`src/rtl/riscv_dmem_arbiter.sv`:
```
// Two-requester data-memory arbiter: one memory port, at most one outstanding read.
// A stalled request is latched and held until memory accepts it.
module riscv_dmem_arbiter #(
    parameter int unsigned XLEN  = 32,
    parameter bit          RR_EN = 1'b1
) (
    input  logic                  i_clk,
    input  logic                  i_rst,
    input  logic [1:0]            i_req,
    input  logic [2*XLEN-1:0]     i_addr,
    input  logic [1:0]            i_wr_en,
    input  logic [2*XLEN-1:0]     i_wr_data,
    input  logic [2*XLEN/8-1:0]   i_byte_sel,
    output logic [1:0]            o_gnt,
    output logic [1:0]            o_rvalid,
    output logic [XLEN-1:0]       o_rd_data,
    output logic                  o_mem_en,
    output logic [XLEN-1:0]       o_mem_addr,
    output logic                  o_mem_wr_en,
    output logic [XLEN-1:0]       o_mem_wr_data,
    output logic [XLEN/8-1:0]     o_mem_byte_sel,
    input  logic                  i_mem_ready,
    input  logic                  i_mem_rvalid,
    input  logic [XLEN-1:0]       i_mem_rd_data
);

    localparam int unsigned BW = XLEN / 8;

    typedef enum logic [1:0] {
        StIdle,
        StHold,
        StRdWait
    } state_e;

    state_e state_q, state_d;
    logic   last_q, last_d;
    logic   hold_q, hold_d;
    logic   owner_q, owner_d;

    logic            winner;
    logic            active;
    logic            accept;
    logic [XLEN-1:0] sel_addr;
    logic [XLEN-1:0] sel_wdata;
    logic            sel_wr;
    logic [BW-1:0]   sel_be;

    // In HOLD the latched winner keeps the port; otherwise arbitrate fresh.
    always_comb begin
        if (state_q == StHold) begin
            winner = hold_q;
        end else if (i_req == 2'b11) begin
            winner = RR_EN ? ~last_q : 1'b0;
        end else begin
            winner = i_req[1] & ~i_req[0];
        end
    end

    assign sel_addr  = winner ? i_addr[2*XLEN-1:XLEN]    : i_addr[XLEN-1:0];
    assign sel_wdata = winner ? i_wr_data[2*XLEN-1:XLEN] : i_wr_data[XLEN-1:0];
    assign sel_wr    = winner ? i_wr_en[1]               : i_wr_en[0];
    assign sel_be    = winner ? i_byte_sel[2*BW-1:BW]    : i_byte_sel[BW-1:0];

    assign active = ~i_rst & ((state_q == StHold) | ((state_q == StIdle) & (|i_req)));
    assign accept = active & i_mem_ready;

    always_comb begin
        state_d = state_q;
        last_d  = last_q;
        hold_d  = hold_q;
        owner_d = owner_q;
        unique case (state_q)
            StIdle, StHold: begin
                if (active) begin
                    hold_d = winner;
                    if (i_mem_ready) begin
                        last_d = winner;
                        if (sel_wr) begin
                            state_d = StIdle;
                        end else begin
                            state_d = StRdWait;
                            owner_d = winner;
                        end
                    end else begin
                        state_d = StHold;
                    end
                end
            end
            StRdWait: begin
                if (i_mem_rvalid) begin
                    state_d = StIdle;
                end
            end
            default: state_d = StIdle;
        endcase
    end

    // All outputs are forced to zero while reset is asserted.
    always_comb begin
        o_gnt          = 2'b00;
        o_rvalid       = 2'b00;
        o_rd_data      = '0;
        o_mem_en       = 1'b0;
        o_mem_addr     = '0;
        o_mem_wr_en    = 1'b0;
        o_mem_wr_data  = '0;
        o_mem_byte_sel = '0;
        if (active) begin
            o_mem_en       = 1'b1;
            o_mem_addr     = sel_addr;
            o_mem_wr_en    = sel_wr;
            o_mem_wr_data  = sel_wdata;
            o_mem_byte_sel = sel_be;
        end
        if (accept) begin
            o_gnt = winner ? 2'b10 : 2'b01;
        end
        if (~i_rst && (state_q == StRdWait) && i_mem_rvalid) begin
            o_rvalid  = owner_q ? 2'b10 : 2'b01;
            o_rd_data = i_mem_rd_data;
        end
    end

    always_ff @(posedge i_clk) begin
        if (i_rst) begin
            state_q <= StIdle;
            last_q  <= 1'b1;
            hold_q  <= 1'b0;
            owner_q <= 1'b0;
        end else begin
            state_q <= state_d;
            last_q  <= last_d;
            hold_q  <= hold_d;
            owner_q <= owner_d;
        end
    end

endmodule

```
`config.mk`:
```
export PLATFORM = sky130hd
export DESIGN_NAME = riscv_dmem_arbiter
export DESIGN_NICKNAME = d
export VERILOG_FILES = /design/src/rtl/riscv_dmem_arbiter.sv
export SDC_FILE = /design/constraint.sdc
export NUM_CORES = 1
export LEC_CHECK = 0
export CELL_PAD_IN_SITES_DETAIL_PLACEMENT = 1
export CELL_PAD_IN_SITES_GLOBAL_PLACEMENT = 2
export CORE_ASPECT_RATIO = 1.75
export CORE_MARGIN = 5
export CORE_UTILIZATION = 10
export CTS_CLUSTER_DIAMETER = 100
export CTS_CLUSTER_SIZE = 25
export DETAILED_ROUTE_END_ITERATION = 8
export MAX_ROUTING_LAYER = met4
export PLACE_DENSITY = 0.95
export REMOVE_ABC_BUFFERS = 1
export SETUP_SLACK_MARGIN = 0.4
export SLEW_MARGIN = 0
export SYNTH_ARGS = -nofsm -noshare
export SYNTH_HDL_FRONTEND = slang
export SYNTH_SLANG_ARGS = --single-unit
export TNS_END_PERCENT = 30
```
`constraint.sdc`:
```
create_clock -name i_clk -period 1.8 [get_ports i_clk]
set_input_delay 0.36 -clock i_clk [delete_from_list [all_inputs] [get_ports i_clk]]
set_output_delay 0.36 -clock i_clk [all_outputs]
set_load 0.01 [all_outputs]
```
; ---- After elaboration in Yosys (flattened, before gate mapping)
; Index checks and enable logic that the tools add are counted.
[classes]
n_addsub = 0
n_mul = 0
n_div = 0
magnitude_cmp = 0
eq_ne = 5
shifts = 0
muxes = 21
n_bitwise = 9
n_reduce_logical = 9
[op_table]
columns = operator, n
row1 = $mux W32, 5
row2 = $mux W2, 8
row3 = $mux W4, 2
row4 = $mux W1, 5
row5 = $and A1 B1 Y1, 4
row6 = $eq A2 B2 Y1 const B, 2
row7 = $ne A2 B2 Y1 const B, 2
row8 = $not A1 Y1, 4
row9 = $pmux W2 S2, 1
row10 = $reduce_and A2 Y1, 2
row11 = $reduce_and A4 Y1, 1
row12 = $reduce_or A2 Y1, 2
row13 = $reduce_and A3 Y1, 1
row14 = $eq A2 B1 Y1 const B, 1
row15 = $logic_and A1 B1 Y1, 2
row16 = $logic_not A2 Y1, 1
row17 = $or A1 B1 Y1, 1
[word_totals]
reg_bits = 5
latchBits = 0
ramBits = 0
romBits = 0
in_bits = 176
out_inout_bits = 106
wordCells = 48
n_memories = 0

; ---- Logic depth before layout (Yosys ltp)
[logic_depth]
ltp_word = 9
ltp_mapped = 6

; ---- Worst setup path before layout
; Ideal clock, no wire load.
[synth_timing]
path_type = input-to-output
from = in i_req[1]
to = out o_mem_addr[0]
t_arrival_ns = 1.369
path_slack_ns = 0.071
cell_stages = 6
n_path_buf = 2
cell_sequence = a21boi_1 -> mux2_4 -> buf_6 -> clkbuf_1 -> nand2_1 -> a21oi_1
[synth_between]
elab_chain_cells = 5
[synth_lines]
columns = item, line
row1 = start: declaration, 9  ; input logic [1:0] i_req,
row2 = "$eq A2 B2 Y1, or another cell as far along", 52  ; end else if (i_req == 2'b11) begin
row3 = $mux W1 or $and A1 B1 Y1 (tied branches), "52, 64"
row4 = $mux W1 or $or A1 B1 Y1 (tied branches), "50, 64"
row5 = $mux W32 or $and A1 B1 Y1 (tied branches), "59, 64"
row6 = $mux W32 *, 108  ; if (active) begin
row7 = end: declaration, 18  ; output logic [XLEN-1:0] o_mem_addr,
; Every way passes the cells marked *; elsewhere a longest branch is shown, timed or not.

; ---- Final worst setup path
[layout_timing]
from = reg state_q[1]
to = out o_mem_wr_data[24]
[layout_between]
elab_chain_cells = 5
[layout_lines]
columns = item, line
row1 = start: declaration, 35  ; state_e state_q, state_d;
row2 = start signal: assignment, 126  ; state_q <= StIdle;
row3 = start signal: assignment, 131  ; state_q <= state_d;
row4 = $logic_not A2 Y1, 64  ; assign active = ~i_rst & ((state_q == StHold) | ((state_q == StIdle) & (|i_req)));
row5 = $and A1 B1 Y1, 64
row6 = $or A1 B1 Y1, 64
row7 = $and A1 B1 Y1, 64
row8 = $mux W32 *, 108
row9 = end: declaration, 20  ; output logic [XLEN-1:0] o_mem_wr_data,
; Marked as above.

==> out/results.ini <==
[global_route]
grt_util_all_layers = 0.1636
grt_start_max_net_pins = 27
antenna_found_initial = 0
grt_first_pass_wirelength_um = 20930
grt_overflow_total = 0
first_global_vias = 3784

[final_layout]
area_of_the_multi_input_gates_um2 = 1670
layout.filler_cells = 1756
drive_above_1_share = 0.4457
post_layout_utilization_of_the_core = 0.3669
non_filler_instances = 788
post-route-cell-area_um2 = 5273
num_antenna_cells = 0
areaGrowthSynthToFinish_pct = 259.6
final-seq-area_um2 = 108.9
num-nets-final = 785

[clock_network]
cts.hold.buffers_added = 0
clk_latency_ns = 0.23
clk_pin_slew_worst_paths_ns = 0.03
numClockSinks = 5
tritoncts.num_buffers = 3
max-clock-path-buffers = 2
tritoncts = built
cts_htree_levels = 1
cts_root_buffer = clkbuf_16

[power]
pwr_density_cell_nw_per_um2 = 384.3
peakVddDrop_mv = 0.2601
static-leakage-power_nw = 2.406
p_total_mw = 2.026

[worst_setup_path]
worst_r2r_path_depth = 7
critical_path.startpoint = state_q[1]$_SDFFE_PP0P_
worst-path-max-fanout = 7
worstSetupStartpointType = flop
path_class = reg2out
setup_slack_reg_to_reg_ns = 0.24
worstSetupEndpoint = o_mem_wr_data[24]
timing.critical_path.arrival_ns = 1.79
crit_required_ns = 1.44
critical_path.reg2reg.endpoint = last_q$_SDFFE_PP1P_
timing.rr.start = state_q[1]$_SDFFE_PP0P_
setup.worst_path.end_class = primary output

[die]
die_height_um = 170.2
floorplan.die_area_um2 = 17280
die_width_um = 101.5
io_pins = 282
placementRows = 58
core-area_um2 = 14370
initial_core_util = 0.1021

[synth]
ys.warnings.count = 0
ys.flop_type = dfxtp_1
synth_top_cells_by_count = nand2_1, a21oi_1, and2_1
netlist_instances = 295
syn_area_um2 = 1466
synth_top_cell_by_area = nand2_1
synth_seq_cells = 5
number_of_flops_mapped_to_enable_cells_by_yosys = 0
asyncSetResetFlopFracSynth = 0
syn-mean-instance-area_um2 = 4.971
synth_sequential_area_ratio = 0.06826
synth_area_leaders = nand2_1, a21oi_1, and2_1, dfxtp_1, clkbuf_1
synth_cell_type_count = 23
synth_most_common_cell = nand2_1
synth.top_cell.area_share = 0.3507

[sta]
layout_setup_ws_ns = -0.3515
fin_crit_ns = 2.152
final.setup.tns_ns = -22.29
clock-skew-final_ns = 0.001960
period_share = 1.195
achievable-frequency_mhz = 464.8
hold_viol_final = 0
worstMarginPinSlew_ns = 0.2220
final.hold.worst_slack_ns = 0.4200
grt_setup_unrepaired = yes
timing.final.max_slew_violations = 0
setup_violators_final = 106
slew_headroom = 0.8512

[place]
pre_cts_ws_ns = -1.025
io_buffer_count = 281
routabilityCongestion = 0.8015
dpl.hpwl_um = 10440
place.detailed.instances = 746
dpl_cell_area_um2 = 4609

[worst_hold_path]
hp-class = in2reg

[outcome]
failed_checks = setup timing
outcome = finished with violations

[route]
drt.antenna.violating_nets = 0
detail_route.vias_per_cell = 4.273
routed_wire_length_per_instance_um = 19.15
num_vias = 3367
drtPass1Iterations = 4
remaining_drc_errors = 0
drt-initial-drc-count = 58
drt-total-wl_um = 15090

[job]
maxCapViolCount = 0

-- area by class of cell --
class	instances	share of cell area
clock buffer	4	0.01495
timing repair buffer	335	0.6042
multi-input combinational	263	0.3168
sequential	5	0.02065
inverter	1	0.0007119
tap	180	0.04271
-- layout by cell type, fill, tap and decap left out, types with 2 or more instances in the layout --
cell type and instances:
clkbuf_16 6, dfxtp_4 2, buf_4 24, o21ai_1 2, nand2_2 15, a21oi_2 56, nand2_4 11, nor2_4 2
and2_1 28, o21ai_0 2, mux2_4 2, buf_12 13, buf_6 16, a21oi_1 13, buf_16 10, and2_4 6
dfxtp_1 2, buf_2 96, nand2_1 111, clkdlybuf4s50_1 170
-- sequential cells by signal, summed over array words and instances, names as in the netlist --
register	cells
last_q	1
state_q	2
hold_q	1
owner_q	1
-- power breakdown --
group | switching (mW) | total (mW) | leakage, nW | internal [mW]
logic | 0.648 | 1.52 | 2.33 | 0.871
clock network | 0.0839 | 0.378 | 0.0382 | 0.295
registers | 0.0102 | 0.129 | 0.0420 | 0.118
total | 0.742 | 2.03 | 2.41 | 1.28
-- worst min path at each step --
stage / slack [ns] / startpoint / end / cells after the start
after CTS: 0.52 / owner_q$_SDFFE_PP0P_ / owner_q$_SDFFE_PP0P_ / 2
after detailed placement: 0.51 / last_q$_SDFFE_PP1P_ / last_q$_SDFFE_PP1P_ / 2
final: 0.42 / i_mem_ready / state_q[0]$_SDFFE_PP0P_ / 3
after global placement: 0.48 / last_q$_SDFFE_PP1P_ / last_q$_SDFFE_PP1P_ / 2
after floorplan: 0.43 / i_rst / owner_q$_SDFFE_PP0P_ / 1
after global routing: 0.45 / i_mem_ready / state_q[0]$_SDFFE_PP0P_ / 3
-- repair_timing --
| item | 4_1_cts | 5_1_grt |
|---|---|---|
| pin swaps | 9 | 27 |
| setup buffers | 13 | 11 |
| setup endpoints to repair | 111 | 110 |
| resized for setup | 489 | 101 |
| cloned | 11 | 3 |
-- metal layers --
metal	global-route usage	up-vias	routed length, um
li1	-	1580	-
met2	0.3347	200	8880
met5	-	-	0
met3	0.02789	23	1108
met4	0.05093	0	356
met1	0.1453	1564	4745
-- logic make-up (layout without fill, tap and decap cells) --
family,count (synthesis),in the layout,share of synthesized area
buffers and inverters,27,340,0.08191
and+or+nand+nor,184,184,0.5597
muxes,3,3,0.02730
DFF,5,5,0.06826
AOI/OAI and AO/OA,76,76,0.2628
-- worst max-delay path, cell delays in order, from the launching register on --
cell and delay, ns:
dfxtp_4 0.36, nand2b_4 0.15, mux2i_4 0.25, buf_12 0.15, buf_12 0.11, buf_12 0.09
buf_16 0.11, nand2_1 0.07, a21oi_2 0.11, buf_2 0.14
Power figures use the tool's default switching activity.
==> edit 1 (config.mk and constraints unchanged) <==
Set the parameter `XLEN` to 16 (it was 32).
--- a/src/rtl/riscv_dmem_arbiter.sv
+++ b/src/rtl/riscv_dmem_arbiter.sv
@@ -2,5 +2,5 @@
 // A stalled request is latched and held until memory accepts it.
 module riscv_dmem_arbiter #(
-    parameter int unsigned XLEN  = 32,
+    parameter int unsigned XLEN  = 16,
     parameter bit          RR_EN = 1'b1
 ) (
Ports: changed (8 resized); port bits go from 282 to 148. No check against the original RTL was run, so the function may have changed too.
==> edit 1 against the original RTL <==
The flow still finishes with violations (setup timing); highest routed layer unchanged; synthesized area decreased by 37%; setup slack improved by 43 ps; first-iteration DRC count decreased by 48%; power decreased by 36%; critical path depth decreased by 1; cell area decreased by 42%; global-route usage decreased by 4.3 points; routed wire length decreased by 51%; maximum frequency increased by 2.0%; largest power group unchanged; sequential cell count unchanged; largest cell class unchanged; hold slack improved by 130 ps; critical path type unchanged.
==> edit 1: results (changes against the original RTL) <==
[critical_path]
cp.arrival_ps = 1750  ; -40 ps
reg2reg_slack_ps = 190  ; -50 ps
max_stage_delay_ps = 330  ; -30 ps
rr_worst_depth = 8  ; +1
timing.rr.end = owner_q$_SDFFE_PP0P_

[place]
place_hpwl_mm = 5.457  ; -48%
routabilityCongestion = 0.7564  ; -5.6%
dp_slack_ps = -986.4  ; +38.81 ps
dpl.cell_count = 434  ; -42%

[sta]
tns_ps = -10670  ; +11610 ps
fin_ws_ps = -308.9  ; +42.63 ps
worst_pin_slew_ps = 252.2  ; +30.13 ps
hold_ws_ps = 552.1  ; +132.1 ps
setup_viol = 52  ; -51%

[status]
violations = setup timing
status = finished with violations

[logic_synthesis]
yosys-top-cells-area = nand2_1 28%, a21oi_1 19%, and2_1 11%
synth_compound_area_share_pct = 23.58  ; -2.7 points
synth_cells = 163  ; -45%
seq_area_frac_synth_pct = 10.78  ; +4.0 points
netlist-cell-type-count = 27  ; +17%

[drt]
drt_wl_total_mm = 7.319  ; -51%
wl_met1_mm = 2.468  ; -48%
routedWlPerCell_um = 16.09  ; -16%
dr_wl_met3_um = 467  ; -58%
met2WireLength_mm = 4.275  ; -52%
drt_first_pass_iters = 2  ; -2

[layout]
areaGrowthSynthToFinish_pct = 229.2
seq-cell-share_pct = 3.479  ; +1.4 points
fillers = 1133  ; -35%
multi_input_gates = 145  ; -45%
clk_share_pct = 2.579  ; +1.1 points
final-nonclk-buf-share_pct = 55.59  ; -4.8 points

[pwr]
ir_drop_mv = 0.1896  ; -27%
p_leak_uw = 0.001394  ; -42%

[cts]
cts_setup_buffers = 10  ; -3
cts_resized = 296  ; -39%

[min_path]
holdCritPathClass = flop to flop
hold_path.startpoint = last_q$_SDFFE_PP1P_
hold_end = last_q$_SDFFE_PP1P_

[grt]
track_usage_pct = 12.08  ; -4.3 points

## edit 1: changes by cell type after synthesis, sizes merged
| cell | unedited run | this run |
|---|---|---|
| a21oi | 70 | 36 |
| nand2 | 137 | 69 |
| clkbuf | 16 | 9 |
| and2 | 34 | 18 |
| buf | 10 | 3 |
## edit 1: report_power, final
| part | leakage [uW] | internal (uW) | switching (uW) |
|---|---|---|---|
| registers | 0.0000417 | 119 | 9.12 |
| clock network | 0.0000382 | 294 | 76.7 |
| logic | 0.00131 | 466 | 336 |
| total | 0.00139 | 879 | 422 |
## edit 1: worst max-delay path by stage
| stage | end | cells after the start |
|---|---|---|
| after detailed placement | o_mem_wr_data[12] | 7 |
| after global routing | o_mem_wr_data[6] | 8 |
| after CTS | o_mem_byte_sel[1] | 8 |
| after global placement | o_mem_wr_en | 6 |
| after floorplan | o_mem_wr_en | 4 |
| final | o_mem_wr_data[6] | 8 |
## edit 1: tightest hold or removal path: stages, from the launching register on
cell and delay [ps]:
dfxtp_2 350, a21oi_1 50, o21bai_1 120
==> edit 2 (same flow settings) <==
Without the edit above. Make the reset (`i_rst`) asynchronous in one clocked block.
--- a/src/rtl/riscv_dmem_arbiter.sv
+++ b/src/rtl/riscv_dmem_arbiter.sv
@@ -122,5 +122,5 @@
     end
 
-    always_ff @(posedge i_clk) begin
+    always_ff @(posedge i_clk or posedge i_rst) begin
         if (i_rst) begin
             state_q <= StIdle;
Function: same outputs for any inputs over 10 cycles, from zero or initial values and one cycle with i_rst high; that may be too few to reach the edited logic, so the function may still have changed.
==> edit 2 against the original RTL <==
The flow still finishes with violations (setup timing); cell area shrank 2.0%; synthesized area increased by 10%; clock skew shrank 0.76 ps; setup slack got worse by 280 ps; routed wire length decreased by 13%; hold slack got worse by 150 ps; synthesized cell count shrank 24%; core utilization decreased by 4.2 points; sequential cell count stayed put; via count decreased by 12%; critical endpoint is now o_mem_addr[20].
Power is not compared: it rests on default switching activity, and its combinational part moved more than twofold at a synthesized area within 25%.
==> edit 2: results (changes against the original RTL) <==
[status]
status = finished with violations
violations = setup timing

[critical_path]
rr_worst_depth = 12  ; +5
crit_end = o_mem_addr[20]
r2r-start = last_q$_DFFE_PP1P_
timing.rr.end = last_q$_DFFE_PP1P_
critPathLaunch = last_q$_DFFE_PP1P_
cp.arrival_ps = 2070  ; +280 ps

[sta]
setup_viol = 107  ; +0.94%
worst_pin_slew_ps = 330.8  ; +108.8 ps
fin_ws_ps = -632.0  ; -280.5 ps
fin_skew_ps = 1.198  ; -0.7622 ps

[logic_synthesis]
seq_area_frac_synth_pct = 7.817  ; +0.99 points
netlist-cell-type-count = 27  ; +17%
async_flop_share_pct = 100.0  ; +100 points
synth_commonest_cells = 72 x nor2_1, 70 x mux2i_1, 33 x and2_1
synth_flop_cell = dfrtp_1

[layout]
drive_gt1_share_pct = 36.90  ; -7.7 points

[drt]
drt_wl_total_mm = 13.16  ; -13%
vias_per_cell = 3.953  ; -7.5%
vias = 2965  ; -12%

[place]
routabilityCongestion = 0.7919  ; -1.2%
dp_slack_ps = -1096  ; -70.70 ps
dpl.cell_count = 698  ; -6.4%

[grt]
track_usage_pct = 12.61  ; -3.8 points
grt_max_degree = 35  ; +30%
grt_pass1_vias = 3220  ; -15%
grt_pass1_wl_mm = 17.96  ; -14%

==> edit 2: cell type report <==
cell class                 count  area, um2
fill                        1895      10710
timing repair buffer         351       3268
multi-input combinational    198       1445
tap                          189      236.5
sequential                     5      126.4
clock buffer                   4      78.83
inverter                       3      11.26
==> edit 2: what timing repair did <==
| item | in CTS | in global routing |
|---|---|---|
| pin swaps | 7 | 9 |
| setup endpoints to repair | 111 | 111 |
| gates cloned | 7 | 4 |
| buffers inserted | 21 | 16 |
| gates resized for setup | 443 | 44 |
==> edit 2: worst max-delay path: cells and delay by family (launching register included) <==
family	cells	cell delay [ps]
buffers and inverters	7	840
AOI/OAI and AO/OA	1	50
and+or+nand+nor	1	50
muxes	2	340
DFF	1	540
==> edit 2: routing by layer <==
| metal | vias to the layer above | part of all wire, % | track usage (%) |
|---|---|---|---|
| met5 | - | 0 | - |
| met4 | 0 | 1.9 | 3.296 |
| met3 | 14 | 8.0 | 2.898 |
| met2 | 190 | 58 | 25.90 |
| met1 | 1339 | 32 | 11.25 |
| li1 | 1422 | - | - |
==> edit 2: cells by family (layout without fill, tap and decap cells) <==
logic type	count (synthesis)	in the layout	share of synthesized area, %
AOI/OAI and AO/OA	8	8	2.787
DFF	5	5	7.818
and+or+nand+nor	120	120	35.99
buffers and inverters	21	358	10.06
muxes	70	70	43.34
==> edit 2: where the power goes <==
part	leakage [uW]	total, uW	switching, uW	internal, uW
combinational	0.00254	4970	1940	3030
clock	0.0000382	373	79.3	294
sequential	0.0000586	235	61.3	173
total	0.00264	5580	2080	3500
==> edit 2: metrics by stage <==
stage               cell area [um2]  setup TNS [ps]  hold WS [ps]
finish                         5166          -45230         270.3
global route                   5166          -53760         298.0
CTS                            4918          -42830         262.5
detailed placement             4742          -92590         533.3
global placement               4742          -88480         524.3
floorplan                      1465         -362170         137.8
